==> src/rtl/noc_output_port_tx.sv <==
// noc_output_port_tx
// Credit-based link transmitter for one NoC router output port.
// Flits from the crossbar are staged in a small FIFO. They are then
// launched onto the link whenever the downstream input buffer has a
// free slot, which is tracked by a saturating credit counter.
// Optional build macro: NOC_TX_CREDIT_CHECK_EN adds a sticky
// err_credit_ovf flag. The flag is raised when a credit arrives while
// the counter is already full and nothing is being sent.
module noc_output_port_tx #(
  parameter int FLIT_W     = 34,
  parameter int FIFO_DEPTH = 4,
  parameter int CREDITS    = 4,
  parameter int CNT_W      = 3
) (
  input  logic              clk,
  input  logic              rst_n,
  input  logic [FLIT_W-1:0] in_flit,
  input  logic              in_valid,
  output logic              in_ready,
  output logic [FLIT_W-1:0] link_flit,
  output logic              link_valid,
  input  logic              credit_in,
  output logic [CNT_W-1:0]  credits_avail,
  output logic              pkt_active
`ifdef NOC_TX_CREDIT_CHECK_EN
  ,
  output logic              err_credit_ovf
`endif
);

  localparam int AW = $clog2(FIFO_DEPTH);
  localparam logic [CNT_W-1:0] CREDIT_MAX = CNT_W'(CREDITS);

  typedef enum logic {IDLE = 1'b0, PKT = 1'b1} state_t;

  // Staging FIFO storage. The pointers carry one extra wrap bit so that
  // a full FIFO and an empty FIFO can be told apart.
  logic [FLIT_W-1:0] mem [FIFO_DEPTH];
  logic [AW:0]       wr_ptr;
  logic [AW:0]       rd_ptr;
  logic [CNT_W-1:0]  credit_cnt;
  state_t            state;

  logic              fifo_empty;
  logic              fifo_full;
  logic              push;
  logic              send;
  logic [FLIT_W-1:0] head_flit;
  logic              flit_is_head;
  logic              flit_is_tail;

  assign fifo_empty = (wr_ptr == rd_ptr);
  assign fifo_full  = (wr_ptr[AW] != rd_ptr[AW]) &&
                      (wr_ptr[AW-1:0] == rd_ptr[AW-1:0]);

  // in_ready depends only on registered state. A pop in the same cycle
  // does not free space early, so there is no fall-through path.
  assign in_ready = !fifo_full;
  assign push     = in_valid && !fifo_full;
  assign send     = !fifo_empty && (credit_cnt != '0);

  assign head_flit    = mem[rd_ptr[AW-1:0]];
  assign flit_is_head = head_flit[FLIT_W-1];
  assign flit_is_tail = head_flit[FLIT_W-2];

  assign credits_avail = credit_cnt;
  assign pkt_active    = (state == PKT);

  // FIFO data write. The storage is not reset; only the pointers decide
  // which entries are valid.
  always_ff @(posedge clk) begin
    if (push) begin
      mem[wr_ptr[AW-1:0]] <= in_flit;
    end
  end

  // FIFO pointer advance on enqueue and on send.
  always_ff @(posedge clk or negedge rst_n) begin
    if (!rst_n) begin
      wr_ptr <= '0;
      rd_ptr <= '0;
    end else begin
      if (push) wr_ptr <= wr_ptr + 1'b1;
      if (send) rd_ptr <= rd_ptr + 1'b1;
    end
  end

  // Registered link outputs. link_flit keeps its last value while idle.
  always_ff @(posedge clk or negedge rst_n) begin
    if (!rst_n) begin
      link_flit  <= '0;
      link_valid <= 1'b0;
    end else begin
      link_valid <= send;
      if (send) link_flit <= head_flit;
    end
  end

  // Credit counter. A send and a returning credit cancel each other out.
  // A credit that arrives while the counter is already full is dropped.
  always_ff @(posedge clk or negedge rst_n) begin
    if (!rst_n) begin
      credit_cnt <= CREDIT_MAX;
    end else begin
      case ({send, credit_in})
        2'b10:   credit_cnt <= credit_cnt - 1'b1;
        2'b01:   if (credit_cnt != CREDIT_MAX) credit_cnt <= credit_cnt + 1'b1;
        default: credit_cnt <= credit_cnt;
      endcase
    end
  end

  // Packet-framing FSM. It advances only on a send, and it ignores the
  // head bit while a packet is already open.
  always_ff @(posedge clk or negedge rst_n) begin
    if (!rst_n) begin
      state <= IDLE;
    end else if (send) begin
      case (state)
        IDLE:    if (flit_is_head && !flit_is_tail) state <= PKT;
        PKT:     if (flit_is_tail) state <= IDLE;
        default: state <= IDLE;
      endcase
    end
  end

`ifdef NOC_TX_CREDIT_CHECK_EN
  // Sticky overflow flag. It is raised by a credit that would push the
  // counter past its maximum, and it is cleared only by reset.
  always_ff @(posedge clk or negedge rst_n) begin
    if (!rst_n) begin
      err_credit_ovf <= 1'b0;
    end else if (credit_in && !send && (credit_cnt == CREDIT_MAX)) begin
      err_credit_ovf <= 1'b1;
    end
  end
`endif

endmodule

==> config.mk <==
export PLATFORM = sky130hd
export DESIGN_NAME = noc_output_port_tx
export DESIGN_NICKNAME = d
export VERILOG_FILES = /design/src/rtl/noc_output_port_tx.sv
export SDC_FILE = /design/constraint.sdc
export NUM_CORES = 1
export LEC_CHECK = 0
export BUFFER_PORTS_ARGS = -buffer_cell sky130_fd_sc_hd__buf_2
export CAP_MARGIN = 20
export CORE_UTILIZATION = 60
export CTS_CLUSTER_DIAMETER = 50
export DETAILED_ROUTE_END_ITERATION = 12
export PLACE_DENSITY = 0.85
export SYNTH_ARGS = -nofsm -noshare
export SYNTH_HDL_FRONTEND = slang
export SYNTH_SLANG_ARGS = --single-unit
==> constraint.sdc <==
create_clock -name clk -period 7 [get_ports clk]
set_clock_uncertainty 0.1 [all_clocks]
set_input_delay 1.75 -clock clk [delete_from_list [all_inputs] [get_ports clk]]
set_output_delay 1.75 -clock clk [all_outputs]
set_load 0.02 [all_outputs]
==> qor.txt, run 1 <==
Post-place setup slack - 3.49 ns
Post-DRT Antenna Nets - 0
Slew @ Worst Pin - 1.09 ns
Die ar. - 12300 um^2
Post-synthesis compound-gate area fraction - 1.60%
Chip Height - 111 um
Synth Flop Type - edfxtp_1
P_int - 2.78 mW
Post-CTS Resized - 0
Core ar. - 11500 um^2
FF-to-FF path depth - 3
Area Growth Syn to Fin - 15.3%
VDD IR max - 0.000579 V
FF-to-FF Start - rd_ptr[0]
H-tree level count - 4
Critical Path End Type - output pin
Min Tclk post-route - 3.93 ns
Worst R2R End - mem[3][2]
Via count - 3224
Max Cap Violations - 0
Initial antenna violation count - 0
Initial core utilization - 61.9%
Synth area leaders - edfxtp_1 58%, dfrtp_1 16%, mux4_1 13%
RSZ-0062 raised after global routing - no
Grt ovf - 0
Clock Latency Late Sink - 0.42 ns
Final cycle utilization of the critical path - 56.2%
Final HPWL DP - 6560 um
Clock transition at the registers of the reported paths - 0.06 ns
Vias per inst - 5.81
Worst slew margin - 27.5%
Antenna Cells - 0
Initial DRT Pass Iterations - 4
Non-filler cells in the finished layout - 555
Mux share of post-synthesis cell area - 18.5%
XOR/XNOR share of the synthesized area - 1.87%
Syn Area/Cell - 22.5 um^2
CTS tree - yes
CP startpoint kind - register
Area post-placement - 7560 um^2
Final net count - 444
Async set-reset flop share out of synthesis - 24.9%
Inst Count DP - 523
Switching Fraction - 31.1%
Synth Area in Adders - 1.16%
Sw Pwr - 1.25 mW
Std-Cell Rows - 39
Most frequent cells after synthesis - 136 x edfxtp_1, 44 x dfrtp_1, 34 x mux4_1
GRT Total Usage - 20.9%
Port bufs - 77
Largest family of logic cells by synthesized area - multiplexers
Post-Syn Area - 7100 um^2
Final worst slack - 3.07 ns
Flop-to-flop setup slack - 4.01 ns
Worst path required time - 5.15 ns
CTS Buffer Depth - 2
Critical Path End - in_ready
Placer Congestion - 0.677
P_leak - 3.10 nW
Pin count of the biggest net entering global routing - 46
Share of total power in the clock network - 23.4%
DR DRC count - 0
Final setup fails - 0
Clock Tree Root - clkbuf_16
Most frequent cell after synthesis - edfxtp_1
Final WL - 11600 um
Post-synthesis simple-gate area fraction - 1.59%
CTS sink count - 181
CP Class - register to output pin
CP arrival - 2.08 ns
IO Count - 78
Number of global-route vias before repair - 3349
Synthesized Nets - 359
Routed len/inst - 20.9 um
HP Class - register to register
Crit-path max FO - 37
Detailed Route Iter0 Violations - 121
Endpoints failing hold - 0
Setup TNS - 0 ns
Share of layout cells above drive strength 1 - 37.4%
Launch point of the worst path - rd_ptr[0]
First-pass GRT wire length - 18500 um
Filler instances - 639
Final instance area - 8190 um^2
Post-Synthesis Cells - 315
Synth cell types - 34
Combinational share of power - 33.3%
Fmax - 254 MHz
Post-CTS Setup Repair Bufs - 0
Status - finished, final reports clean
Power per cell area - 492 nW/um^2
Synth area leader - edfxtp_1
Total CTS buffers - 17
Post-synthesis register bit count - 181
Hold buffer count at cts - 0
Max Slew Vio Count - 0
Number of synthesized flops with an enable pin - 136
Sequential share of power - 43.2%
Seq/Total Area, Yosys - 73.4%
Yosys top cell area share - 57.5%
Worst hold path cell count - 1
Yosys warns - 0
Die extent in x - 111 um
-- metal layers --
metal,wire length [um],track usage (%),share of wire (%)
met1,4680,26.2,40
met2,6160,34.4,53
met3,606,6.72,5.2
met4,141,7.38,1.2
met5,0,0,0
-- state kept, by name (all words and copies together), names as in the netlist --
register       flops
link_valid         1
rd_ptr             3
pkt_active         1
credits_avail      3
mem              136
link_flit         34
wr_ptr             3
-- worst min-delay path by stage --
stage	start	end
after floorplan	wr_ptr[2]	wr_ptr[2]
final	pkt_active	pkt_active
after global routing	pkt_active	pkt_active
after CTS	pkt_active	pkt_active
after global placement	pkt_active	pkt_active
after detailed placement	pkt_active	pkt_active
-- worst max-delay path: stages (launching register included) --
cell,delay (ns)
dfrtp_2,1.09
xnor2_4,0.24
nand3_1,0.15
buf_2,0.17
-- final cells by class --
type | count | area (um^2) | area share (%)
sequential | 181 | 5210 | 63.7
multi-input combinational | 116 | 1760 | 21.5
clock buffer | 28 | 537 | 6.56
timing repair buffer | 79 | 413 | 5.04
tap | 143 | 179 | 2.19
clock inverter | 3 | 65.1 | 0.795
inverter | 5 | 18.8 | 0.229
-- logic make-up after synthesis --
kind of cell,count (synthesis)
flip-flops,181
multiplexers,70
AND/OR/NAND/NOR,19
buffers and inverters,18
AO/OA/AOI/OAI,11
XOR/XNOR,10
adder cells (fa/ha/maj),6
-- cell usage in the layout (no fill, tap or decap), types with 2 or more instances in the layout --
cell         n
o221a_1      2
and2_2       4
buf_2       77
edfxtp_1   136
bufinv_16    2
o21ai_0      3
inv_1        5
mux4_1      34
mux2_2      31
dfrtp_1     42
clkbuf_16   17
xnor2_1      3
dfrtp_2      2
nor2_1       2
mux2_4       4
nand2_1      5
ha_1         5
a31oi_4      2
xor2_1       4
clkbuf_8     7
xnor2_4      2
clkbuf_1     4
-- power groups by stage --
| stage | clock (mW) | combinational [mW] | sequential (mW) |
|---|---|---|---|
| 2_1_floorplan | 0 | 1.01 | 1.78 |
| 3_3_place_gp | 0 | 1.29 | 1.73 |
| 3_5_place_dp | 0 | 1.35 | 1.76 |
| 4_1_cts | 0.961 | 1.37 | 1.75 |
| 5_1_grt | 1.01 | 1.44 | 1.78 |
| 6_report | 0.944 | 1.34 | 1.74 |
-- per-stage QoR --
stage / util (%) / power [mW] / hold WS (ns)
finish: 71.4 / 4.03 / 0.393
floorplan: - / 2.79 / 0.426
global placement: 66.0 / 3.02 / 0.373
global route: 71.4 / 4.23 / 0.398
detailed placement: 66.0 / 3.11 / 0.382
CTS: 71.2 / 4.07 / 0.395
No activity file was read; power rests on OpenSTA's default activity.
==> inputs of run 2 (changes only) <==
- CORE_UTILIZATION: 60 -> 52
- PLACE_DENSITY: 0.85 -> 0.79
- clock period: 7 -> 3.4 ns (I/O delays scaled with it)
==> qor.txt, run 2 (same netlist as run 1, synthesis figures left out) <==
Clock Latency Late Sink - 0.42 ns
Placer Congestion - 0.699
Initial core utilization - 53.4%
Core ar. - 13300 um^2
Routed len/inst - 19.6 um
Clock Tree Root - clkbuf_16
CTS sink count - 181
Final HPWL DP - 6960 um
Share of layout cells above drive strength 1 - 38.7%
Post-CTS Resized - 0
Non-filler cells in the finished layout - 595
Max Cap Violations - 0
Max Slew Vio Count - 0
Std-Cell Rows - 42
Chip Height - 119 um
RSZ-0062 raised after global routing - no
Power per cell area - 999 nW/um^2
DR DRC count - 0
Hold WS - 0.299 ns
Port bufs - 77
Final setup fails - 0
Total CTS buffers - 17
HP Class - input pin to asynchronous set/reset pin
Post-CTS Setup Repair Bufs - 0
Final instance area - 8230 um^2
Final cycle utilization of the critical path - 72.4%
Area of the multi-input gates - 1760 um^2
Antenna Cells - 0
Status - finished, final reports clean
Number of global-route vias before repair - 3443
GRT Total Usage - 17.9%
Worst R2R End - mem[3][8]
Combinational share of power - 36.0%
Die ar. - 14100 um^2
Setup TNS - 0 ns
First-pass GRT wire length - 18300 um
Slew @ Worst Pin - 0.621 ns
CTS tree - yes
CP startpoint kind - register
Hold buffer count at cts - 0
Pin count of the biggest net entering global routing - 46
Area Growth Syn to Fin - 15.9%
Most common cell after layout, fill and taps aside - edfxtp_1
IO Count - 78
VDD IR max - 0.000439 V
H-tree level count - 4
Grt ovf - 0
Final WL - 11700 um
Switching Fraction - 31.9%
Via count - 3228
Flop-to-flop setup slack - 1.06 ns
Crit-path max FO - 3
CP arrival - 1.51 ns
Initial DRT Pass Iterations - 4
Post-DRT Antenna Nets - 0
FF-to-FF Start - wr_ptr[0]
Sw Pwr - 2.62 mW
Clock transition at the registers of the reported paths - 0.06 ns
Min Tclk post-route - 2.46 ns
CP Class - register to output pin
Worst path required time - 2.45 ns
Initial antenna violation count - 0
Register Area - 5210 um^2
Sequential share of power - 41.2%
CTS Buffer Depth - 2
Vias per inst - 5.43
Commonest non-fill, non-tap cells in the layout - 136 x edfxtp_1, 77 x buf_2, 42 x dfrtp_1
Worst slew margin - 58.6%
Critical Path End Type - output pin
P_leak - 3.11 nW
Detailed Route Iter0 Violations - 205
Share of total power in the clock network - 22.7%
Filler instances - 912
Number of flip-flops in the largest register - 136
FF-to-FF path depth - 4
Area post-placement - 7650 um^2
Inst Count DP - 562
Fmax - 406 MHz
P_int - 5.60 mW
Final net count - 450
Die extent in x - 119 um
Endpoints failing hold - 0
==> run 2: area by class of cell <==
type / count / share of cell area, %
flip-flops and latches: 181 / 63.3
well taps: 176 / 2.67
inverters: 5 / 0.228
clock buffers: 20 / 5.30
multi-input cells: 116 / 21.4
clock inverters: 12 / 1.53
repair buffers: 85 / 5.56
==> run 2: per-stage QoR <==
step	worst slack (ns)	power [mW]	utilization, %
CTS	0.923	8.30	61.8
floorplan	0.906	5.75	-
global placement	0.834	6.31	57.5
detailed placement	0.803	6.42	57.5
finish	0.937	8.22	61.9
global route	0.872	8.62	61.9
==> run 2: worst max path at each step <==
stage / startpoint / slack [ns] / endpoint
floorplan: in_valid / 0.91 / mem[3][0]
CTS: rd_ptr[2] / 0.92 / in_ready
global placement: in_valid / 0.83 / mem[3][9]
global route: rd_ptr[2] / 0.87 / in_ready
finish: rd_ptr[2] / 0.94 / in_ready
detailed placement: in_valid / 0.80 / mem[3][6]
==> run 2: worst max-delay path: stages, from the launching register on <==
cell and delay (ns):
dfrtp_1 0.45, xor2_1 0.33, nand3_1 0.13, buf_2 0.18
==> run 2: power by group through the flow <==
stage / registers [mW] / clock network [mW] / logic (mW)
5_1_grt: 3.46 / 1.97 / 3.18
6_report: 3.39 / 1.87 / 2.96
2_1_floorplan: 3.67 / 0 / 2.08
3_5_place_dp: 3.43 / 0 / 2.99
3_3_place_gp: 3.39 / 0 / 2.91
4_1_cts: 3.40 / 1.90 / 3.01
==> run 2: per-layer routing <==
| metal | part of all wire [%] | wire, um | GRT usage (%) |
|---|---|---|---|
| met1 | 43 | 5050 | 23.1 |
| met2 | 51 | 5980 | 29.6 |
| met3 | 3.9 | 452 | 4.02 |
| met4 | 1.5 | 177 | 7.44 |
| met5 | 0 | 0 | 0 |
==> inputs of run 3 (changes only) <==
- CORE_UTILIZATION: 52 -> 58
- PLACE_DENSITY: 0.79 -> 0.83
- clock period: 3.4 -> 2.3 ns (I/O delays scaled with it)
==> qor.txt, run 3 (same netlist as run 1, synthesis figures left out) <==
Status - finished, final reports clean
Sequential share of power - 40.6%
P_leak - 3.15 nW
Launch point of the worst path - wr_ptr[1]
VDD IR max - 0.000855 V
Combinational share of power - 37.1%
Final cycle utilization of the critical path - 97.2%
Slew @ Worst Pin - 0.600 ns
Switching Fraction - 32.6%
Worst slew margin - 60.0%
Chip Height - 113 um
Final HPWL DP - 6790 um
Core ar. - 12000 um^2
CP arrival - 1.56 ns
Filler instances - 720
Total Power - 12.4 mW
Die ar. - 12700 um^2
Initial DRT Pass Iterations - 4
Std-Cell Rows - 40
Hold WS - 0.00872 ns
Setup TNS - 0 ns
IO Count - 78
Final net count - 455
CTS sink count - 181
Commonest non-fill, non-tap cells in the layout - 136 x edfxtp_1, 77 x buf_2, 41 x dfrtp_1
Final setup fails - 0
Min Tclk post-route - 2.24 ns
Clock transition at the registers of the reported paths - 0.07 ns
Endpoints failing hold - 0
Die extent in x - 113 um
CTS tree - yes
Share of total power in the clock network - 22.3%
Fmax - 447 MHz
Share of layout cells above drive strength 1 - 40.8%
Post-CTS Setup Repair Bufs - 0
GRT Total Usage - 19.9%
Area Growth Syn to Fin - 17.5%
Antenna Cells - 0
Pin count of the biggest net entering global routing - 41
Total CTS buffers - 17
Max Slew Vio Count - 0
CP startpoint kind - register
Initial core utilization - 59.4%
Most common cell after layout, fill and taps aside - edfxtp_1
Final core utilization - 69.7%
Number of global-route vias before repair - 3348
H-tree level count - 4
Port bufs - 77
Detailed Route Iter0 Violations - 216
CP Class - register to output pin
CTS Buffer Depth - 2
Clock Latency Late Sink - 0.43 ns
P_int - 8.36 mW
Routed len/inst - 20.3 um
Power per cell area - 1490 nW/um^2
Clock Tree Root - clkbuf_16
Vias per inst - 5.77
FF-to-FF Start - wr_ptr[0]
DR DRC count - 0
Critical Path End Type - output pin
RSZ-0062 raised after global routing - no
Placer Congestion - 0.740
Worst path required time - 1.62 ns
First-pass GRT wire length - 18000 um
Crit-path max FO - 4
Sw Pwr - 4.04 mW
Grt ovf - 0
HP Class - input pin to asynchronous set/reset pin
Hold buffer count at cts - 0
Via count - 3293
Final WL - 11600 um
Initial antenna violation count - 0
Max Cap Violations - 0
Number of flip-flops in the largest register - 136
Post-DRT Antenna Nets - 0
run 3: cell count changes in the layout (fill, tap and decap cells not counted), sizes merged:
| cell | delta |
|---|---|
| buf | +5 |
| clkbuf | -3 |
| clkinvlp | +3 |
| inv | +2 |
| bufinv | -1 |
| clkinv | -1 |
run 3: timing repair:
item | CTS | global route
endpoints found under the setup margin | 0 | 2
hold endpoints to repair | 0 | 0
gates resized for setup | 0 | 1
run 3: worst max-delay path, stage by stage (launching register included):
cell and delay (ns):
dfrtp_2 0.46, xnor2_4 0.21, buf_4 0.17, nand3_1 0.10, buf_2 0.19
run 3: through the flow:
| stage | instances | setup WS, ns | cell area (um^2) |
|---|---|---|---|
| after CTS | 571 | 0.0200 | 8340 |
| after global placement | 539 | 0.209 | 7770 |
| final | 571 | 0.0637 | 8340 |
| after floorplan | 315 | 0.00917 | 7110 |
| after global routing | 571 | 0.00453 | 8340 |
| after detailed placement | 539 | 0.0892 | 7770 |
run 3: layout make-up:
class / count / area [um^2] / area share [%]
tap: 147 / 184 / 2.20
inverter: 5 / 18.8 / 0.225
clock buffer: 17 / 425 / 5.10
timing repair buffer: 90 / 583 / 6.99
sequential: 181 / 5220 / 62.5
clock inverter: 15 / 149 / 1.78
multi-input combinational: 116 / 1770 / 21.2
run 3: final timing paths:
check                      slack [ns]                to  depth (start not counted)
max in group asynchronous        1.46  credits_avail[2]                          2
setup reg to reg                 0.09  credits_avail[2]                          7
hold reg to reg                  0.40        pkt_active                          1
hold / removal                  0.009     link_flit[24]                          1
min in group clk                 0.26        mem[2][29]                          1
setup / recovery                 0.06          in_ready                          4
run 3: routing by layer:
metal	track usage, %	part of all wire, %	wire [um]
met4	7.73	1.4	160
met3	6.05	4.6	529
met5	0	0	0
met2	33.6	52	6030
met1	24.3	42	4850
run 3: power by group through the flow:
stage / registers [mW] / clock network (mW) / logic [mW]
floorplan: 5.43 / 0 / 3.08
global placement: 5.03 / 0 / 4.47
detailed placement: 5.09 / 0 / 4.62
CTS: 5.04 / 2.80 / 4.68
global route: 5.13 / 2.93 / 4.93
finish: 5.03 / 2.76 / 4.60
